===== src/rtl/sdram_arbiter.sv =====
// Two-client single-word request arbiter in front of the SDRAM controller core, with watchdog.
// Define SDRAM_ARB_RR_EN for round-robin arbitration; otherwise client 0 has fixed priority.
module sdram_arbiter #(
   parameter int  DATA_WIDTH = 32,
   parameter int  ADDR_WIDTH = 24,
   parameter int  TIMEOUT    = 1024,
   localparam int BE_W       = DATA_WIDTH / 8
) (
   input  logic                  clk,
   input  logic                  rst,
   input  logic                  c0_rd,
   input  logic [BE_W-1:0]       c0_wr,
   input  logic [ADDR_WIDTH-1:0] c0_addr,
   input  logic [DATA_WIDTH-1:0] c0_wdata,
   output logic                  c0_rdy,
   output logic                  c0_rvalid,
   output logic                  c0_wvalid,
   output logic                  c0_error,
   output logic [DATA_WIDTH-1:0] c0_rdata,
   input  logic                  c1_rd,
   input  logic [BE_W-1:0]       c1_wr,
   input  logic [ADDR_WIDTH-1:0] c1_addr,
   input  logic [DATA_WIDTH-1:0] c1_wdata,
   output logic                  c1_rdy,
   output logic                  c1_rvalid,
   output logic                  c1_wvalid,
   output logic                  c1_error,
   output logic [DATA_WIDTH-1:0] c1_rdata,
   output logic                  core_rd,
   output logic [BE_W-1:0]       core_wr,
   output logic [ADDR_WIDTH-1:0] core_addr,
   output logic [DATA_WIDTH-1:0] core_wdata,
   input  logic                  core_rdy,
   input  logic                  core_rvalid,
   input  logic                  core_wvalid,
   input  logic [DATA_WIDTH-1:0] core_rdata
);

   typedef enum logic [1:0] {StIdle, StIssue, StWait} state_t;

   state_t          state;
   logic            owner;
   logic            rd_lat;
   logic [BE_W-1:0] wr_lat;
   logic [15:0]     cnt;

   logic                  req0, req1, grant, accept, done, timeout;
   logic                  rsp_rv, rsp_wv;
   logic                  sel_rd;
   logic [BE_W-1:0]       sel_wr;
   logic [ADDR_WIDTH-1:0] sel_addr;
   logic [DATA_WIDTH-1:0] sel_wdata;

   assign req0 = c0_rd | (|c0_wr);
   assign req1 = c1_rd | (|c1_wr);

`ifdef SDRAM_ARB_RR_EN
   logic last_served;
   assign grant = (req0 & req1) ? ~last_served : req1;
`else
   assign grant = ~req0 & req1;
`endif

   assign sel_rd    = grant ? c1_rd    : c0_rd;
   assign sel_wr    = grant ? c1_wr    : c0_wr;
   assign sel_addr  = grant ? c1_addr  : c0_addr;
   assign sel_wdata = grant ? c1_wdata : c0_wdata;

   assign accept  = (state == StIdle) & (req0 | req1);
   assign done    = (state == StWait) & (core_rvalid | core_wvalid);
   // A completion in the same cycle beats the watchdog.
   assign timeout = (state != StIdle) & ~done & (cnt == 16'(TIMEOUT - 1));

   // Responses are suppressed while rst is high so an abandoned transaction never reports.
   assign rsp_rv = ~rst & (done ? core_rvalid : (timeout & rd_lat));
   assign rsp_wv = ~rst & (done ? core_wvalid : (timeout & ~rd_lat));

   assign c0_rdy    = ~rst & (state == StIdle) & ~grant;
   assign c1_rdy    = ~rst & (state == StIdle) & grant;
   assign c0_rvalid = rsp_rv & ~owner;
   assign c1_rvalid = rsp_rv & owner;
   assign c0_wvalid = rsp_wv & ~owner;
   assign c1_wvalid = rsp_wv & owner;
   assign c0_error  = ~rst & timeout & ~owner;
   assign c1_error  = ~rst & timeout & owner;
   assign c0_rdata  = (c0_rvalid & done) ? core_rdata : '0;
   assign c1_rdata  = (c1_rvalid & done) ? core_rdata : '0;

   always_ff @(posedge clk) begin
      if (rst) begin
         state      <= StIdle;
         owner      <= 1'b0;
         rd_lat     <= 1'b0;
         wr_lat     <= '0;
         cnt        <= '0;
         core_rd    <= 1'b0;
         core_wr    <= '0;
         core_addr  <= '0;
         core_wdata <= '0;
`ifdef SDRAM_ARB_RR_EN
         last_served <= 1'b1;
`endif
      end else begin
         case (state)
            StIdle: begin
               if (accept) begin
                  rd_lat     <= sel_rd;
                  wr_lat     <= sel_rd ? '0 : sel_wr;
                  core_rd    <= sel_rd;
                  core_wr    <= sel_rd ? '0 : sel_wr;
                  core_addr  <= sel_addr;
                  core_wdata <= sel_wdata;
                  owner      <= grant;
                  cnt        <= '0;
                  state      <= StIssue;
`ifdef SDRAM_ARB_RR_EN
                  last_served <= grant;
`endif
               end
            end
            StIssue: begin
               cnt <= cnt + 16'd1;
               if (timeout || core_rdy) begin
                  core_rd    <= 1'b0;
                  core_wr    <= '0;
                  core_addr  <= '0;
                  core_wdata <= '0;
                  state      <= timeout ? StIdle : StWait;
               end
            end
            StWait: begin
               cnt <= cnt + 16'd1;
               if (done || timeout) state <= StIdle;
            end
            default: state <= StIdle;
         endcase
      end
   end

endmodule


===== config.mk =====
export PLATFORM = sky130hd
export DESIGN_NAME = sdram_arbiter
export DESIGN_NICKNAME = d
export VERILOG_FILES = /design/src/rtl/sdram_arbiter.sv
export SDC_FILE = /design/constraint.sdc
export NUM_CORES = 1
export LEC_CHECK = 0
export CAP_MARGIN = 20
export CORE_ASPECT_RATIO = 1.75
export CORE_MARGIN = 2
export CORE_UTILIZATION = 40
export CTS_BUF_LIST = sky130_fd_sc_hd__clkbuf_4 sky130_fd_sc_hd__clkbuf_8
export DETAILED_ROUTE_END_ITERATION = 10
export PLACE_DENSITY = 0.85
export SLEW_MARGIN = 30
export SYNTH_ARGS = -nofsm -noshare
export SYNTH_HDL_FRONTEND = slang
export SYNTH_SLANG_ARGS = --single-unit

===== constraint.sdc =====
create_clock -name clk -period 2.8 [get_ports clk]
set_input_delay 0.7 -clock clk [delete_from_list [all_inputs] [get_ports clk]]
set_output_delay 0.7 -clock clk [all_outputs]
set_load 0.01 [all_outputs]

==> run summary <==
==========================================================================================
Share of synthesized cell area in and, or, nand and nor gates                        27.7%
Top cell by count, worst path                                                 sky130_fd_sc_hd__buf_6
Fraction of registers with async set/reset                                              0%
Proportion of synthesized chip area in sequential cells                              27.5%
Number of detailed-routing iterations run before antenna repair                          5
Via count of the first global-routing pass                                            7143
Worst EP arrival                                                                   2.27 ns
Netlist area before placement                                                   5900 sq um
# Max-Cap Violations                                                                     0
Top_reg_cell synth                                                            sky130_fd_sc_hd__dfxtp_1
Final-layout fill cell count                                                          1217
Warnings, synthesis                                                                      0
Total number of H-tree levels                                                            3
CTS Sinks                                                                               81
Highest fanout seen on the critical path                                                 5
Synth area leader                                                             sky130_fd_sc_hd__dfxtp_1
Hold Path Depth                                                                          2
Die Span X                                                                    95.8 microns
Dpl cells                                                                             1229
Die height                                                                     165 microns
Wire per inst                                                                 18.8 microns
Highest-count cells in the layout ignoring fill and taps                      sky130_fd_sc_hd__clkdlybuf4s50_1 (211), sky130_fd_sc_hd__dfxtp_1 (79), sky130_fd_sc_hd__buf_2 (74)
Effective utilization at floorplan                                                   41.1%
Worst Setup Slack, final                                                         -0.166 ns
Library cell used as clock root buffer                                        sky130_fd_sc_hd__clkbuf_8
Violated checks                                                               setup timing
Placer congestion estimate                                                           0.891
Setup Slack @ Placement                                                          -0.788 ns
Highest clock frequency the design can meet                                        337 MHz
Worst Tran Pin Value                                                              0.737 ns
Detailed Route WL                                                                  23.6 mm
Slack of the worst reg-to-reg path                                                 0.45 ns
Final #Nets                                                                           1234
Period Utilization, post-route                                                        106%
Min-delay worst type                                                          flop to flop
Crit start category                                                           primary input
Number of enable flip-flop cells after synthesis                                         0
Multiplexer fraction of the synthesized cell area                                   0.339%
Clock tree from TritonCTS                                                             done
Rel. slew slack                                                                      50.8%
Layout cells sized above 1                                                           22.7%
Total CTS buffers                                                                        9
Setup CP Type                                                                 primary input to output port
Post-synthesis xor/xnor area fraction                                                   0%
Sink of the worst hold path                                                   cnt[6]$_SDFFE_PP0P_
Synth Area in Compound Gates                                                         35.6%
Critical Path Sink Type                                                        output port
Critical-path top delay cell                                                  sky130_fd_sc_hd__o31a_4
RR Startpoint                                                                 state[0]$_SDFFE_PP0P_
Clock edge transition at the registers on the reported setup and hold paths        0.08 ns
Count of final setup violators                                                          65
Worst hold start                                                              cnt[6]$_SDFFE_PP0P_
Average instance area after synthesis                                           7.56 sq um
Req. time, crit path                                                               2.10 ns
Io pins                                                                                292
Initial antenna violation count                                                          1
Die area                                                                       15800 sq um
Max Clock Skew                                                                   0.0167 ns
Reported leakage power                                                          0.00358 uW
Number of standard cells after synthesis                                               781
Most frequent standard cell in the layout excluding fill and tap cells        sky130_fd_sc_hd__clkdlybuf4s50_1
Placeable core area                                                            14400 sq um
Vias per cell                                                                         5.95
Largest voltage drop on the vdd net                                               0.236 mV
Count of antenna-violating nets left after detailed routing                              0
Area share of the leading cell type in the synthesized netlist                       27.5%
Syn nets                                                                               944
Final min period                                                                   2.97 ns
Cell types with the largest area share after synthesis                        sky130_fd_sc_hd__dfxtp_1 (27%), sky130_fd_sc_hd__a221o_1 (9.3%), sky130_fd_sc_hd__o2111ai_1 (8.3%)
Placed wire-length estimate                                                        16.2 mm
Total global-route track usage                                                       28.8%
Synthesized flop and latch total                                                        81
Worst reg2reg endpoint                                                        core_wdata[5]$_SDFFE_PP0P_
Count of buffers inserted at the top-level ports                                       291
Adder-cell share of the synthesized area                                            0.848%
Leftover overflow at the end of global routing                                           0
Global-route wire length before repair                                             35.9 mm
Power density over cell area                                                   390 nW/um^2
Floorplan row count                                                                     58
Post-layout power                                                                  3770 uW
Non-filler cells, final                                                               1257
Synthesis-to-layout area growth                                                      64.0%
CTS Buffer Depth                                                                         2
Depth of the worst register-to-register path                                             9
Number of distinct library cells after synthesis                                        49
Result of the run                                                             finished, violations left
Drt first-iter violations                                                              562
Largest net degree at the start of global routing                                       64
Total via count in the routed design                                                  7473
Pins over their slew limit                                                               0
Number of DRC violations after detailed routing                                          0
Combinational family with the most area after synthesis                       compound AO/OA/AOI/OAI gates
List of cells traversed by the critical path                                  dlygate4sd2_1 -> o21ai_2 -> nand4_1 -> o31a_4 -> buf_6 -> buf_6 -> nor3_4 -> buf_2
Largest stage delay on the critical path                                           0.43 ns
RSZ-0062 raised after global routing                                                   yes
Clock latency reported for the late side of the worst-skew pair                    0.36 ns
Final-report hold violation count                                                        0
==========================================================================================
==> worst max-delay path, delay by kind of cell <==
kind / cells / cell delay [ns]
AO/OA/AOI/OAI: 2 / 0.58
buffers and inverters: 4 / 0.70
AND/OR/NAND/NOR: 2 / 0.30
==> metal layers <==
metal / share of wire, % / wire length (microns) / track usage [%] / vias to the layer above
met5: 0 / 0 / 0 / -
met1: 35 / 8200 / 30.5 / 3452
met4: 4.8 / 1130 / 14.8 / 0
met3: 9.3 / 2200 / 6.66 / 67
li1: - / - / - / 3551
met2: 51 / 12100 / 51.9 / 403
==> timing repair <==
item,4_1_cts,5_1_grt
resized for setup,340,40
hold buffers,0,0
hold endpoints to repair,0,0
setup buffers,8,2
pin swaps,26,10
setup endpoints to repair,134,70
cloned,2,0
==> kinds of logic (layout without fill, tap and decap cells) <==
kind of cell    Yosys count  after routing
compound gates          293            293
simple gates            292            292
buf+inv                 109            404
flops                    81             81
fa+ha+maj                 4              4
mux                       2              2
other cells               0              1
==> metrics by stage <==
stage / hold WS (ns) / utilization (%) / setup TNS [ns] / area, sq um
CTS: 0.504 / 66.3 / -6.22 / 9520
global route: 0.526 / 67.3 / -14.91 / 9680
floorplan: 0.452 / - / -0.501 / 5900
finish: 0.517 / 67.4 / -7.29 / 9680
detailed placement: 0.478 / 64.8 / -90.07 / 9310
global placement: 0.462 / 64.8 / -82.32 / 9310
==> how the worst max path moves through the flow <==
stage	start	endpoint	cells past startpoint
floorplan	state[0]$_SDFFE_PP0P_	c0_rdata[10]	8
global placement	c1_wr[1]	c0_rdy	5
detailed placement	core_wvalid	c0_rdata[23]	7
CTS	state[1]$_SDFFE_PP0P_	c0_rdata[8]	9
global route	state[0]$_SDFFE_PP0P_	c0_rdata[2]	9
finish	core_rvalid	c1_rdata[8]	8
==> state kept, by name (all words and copies together), names as in the netlist <==
register    cells
cnt            16
core_addr      24
core_rd         1
core_wdata     32
core_wr         4
owner           1
rd_lat          1
state           2
==> final cells by class <==
cell class / count / area (sq um) / area share, %
clock inverters: 5 / 60.1 / 0.621
inverters: 10 / 37.5 / 0.388
repair buffers: 378 / 3390 / 35.0
flip-flops and latches: 81 / 1620 / 16.8
well taps: 180 / 225 / 2.33
diodes: 1 / 2.50 / 0.0259
clock buffers: 11 / 151 / 1.56
multi-input cells: 591 / 4190 / 43.2
==> cell usage after synthesis, drive strengths merged (5+ instances only) <==
library cell  number
buf               18
and2              55
a21oi             71
nor2b             64
o2111ai           56
or2                6
o31ai             10
a221o             55
nor2              13
or4               14
nand2             49
o21ai             70
clkbuf            81
dfxtp             81
nand3              5
inv                9
o211ai            12
nor3              67
==> where the power goes <==
group | internal, uW | switching (uW) | leakage, uW
sequential | 1290 | 73.8 | 0.000665
combinational | 769 | 726 | 0.00281
clock | 466 | 445 | 0.000106
(Power assumes the default switching activity.)
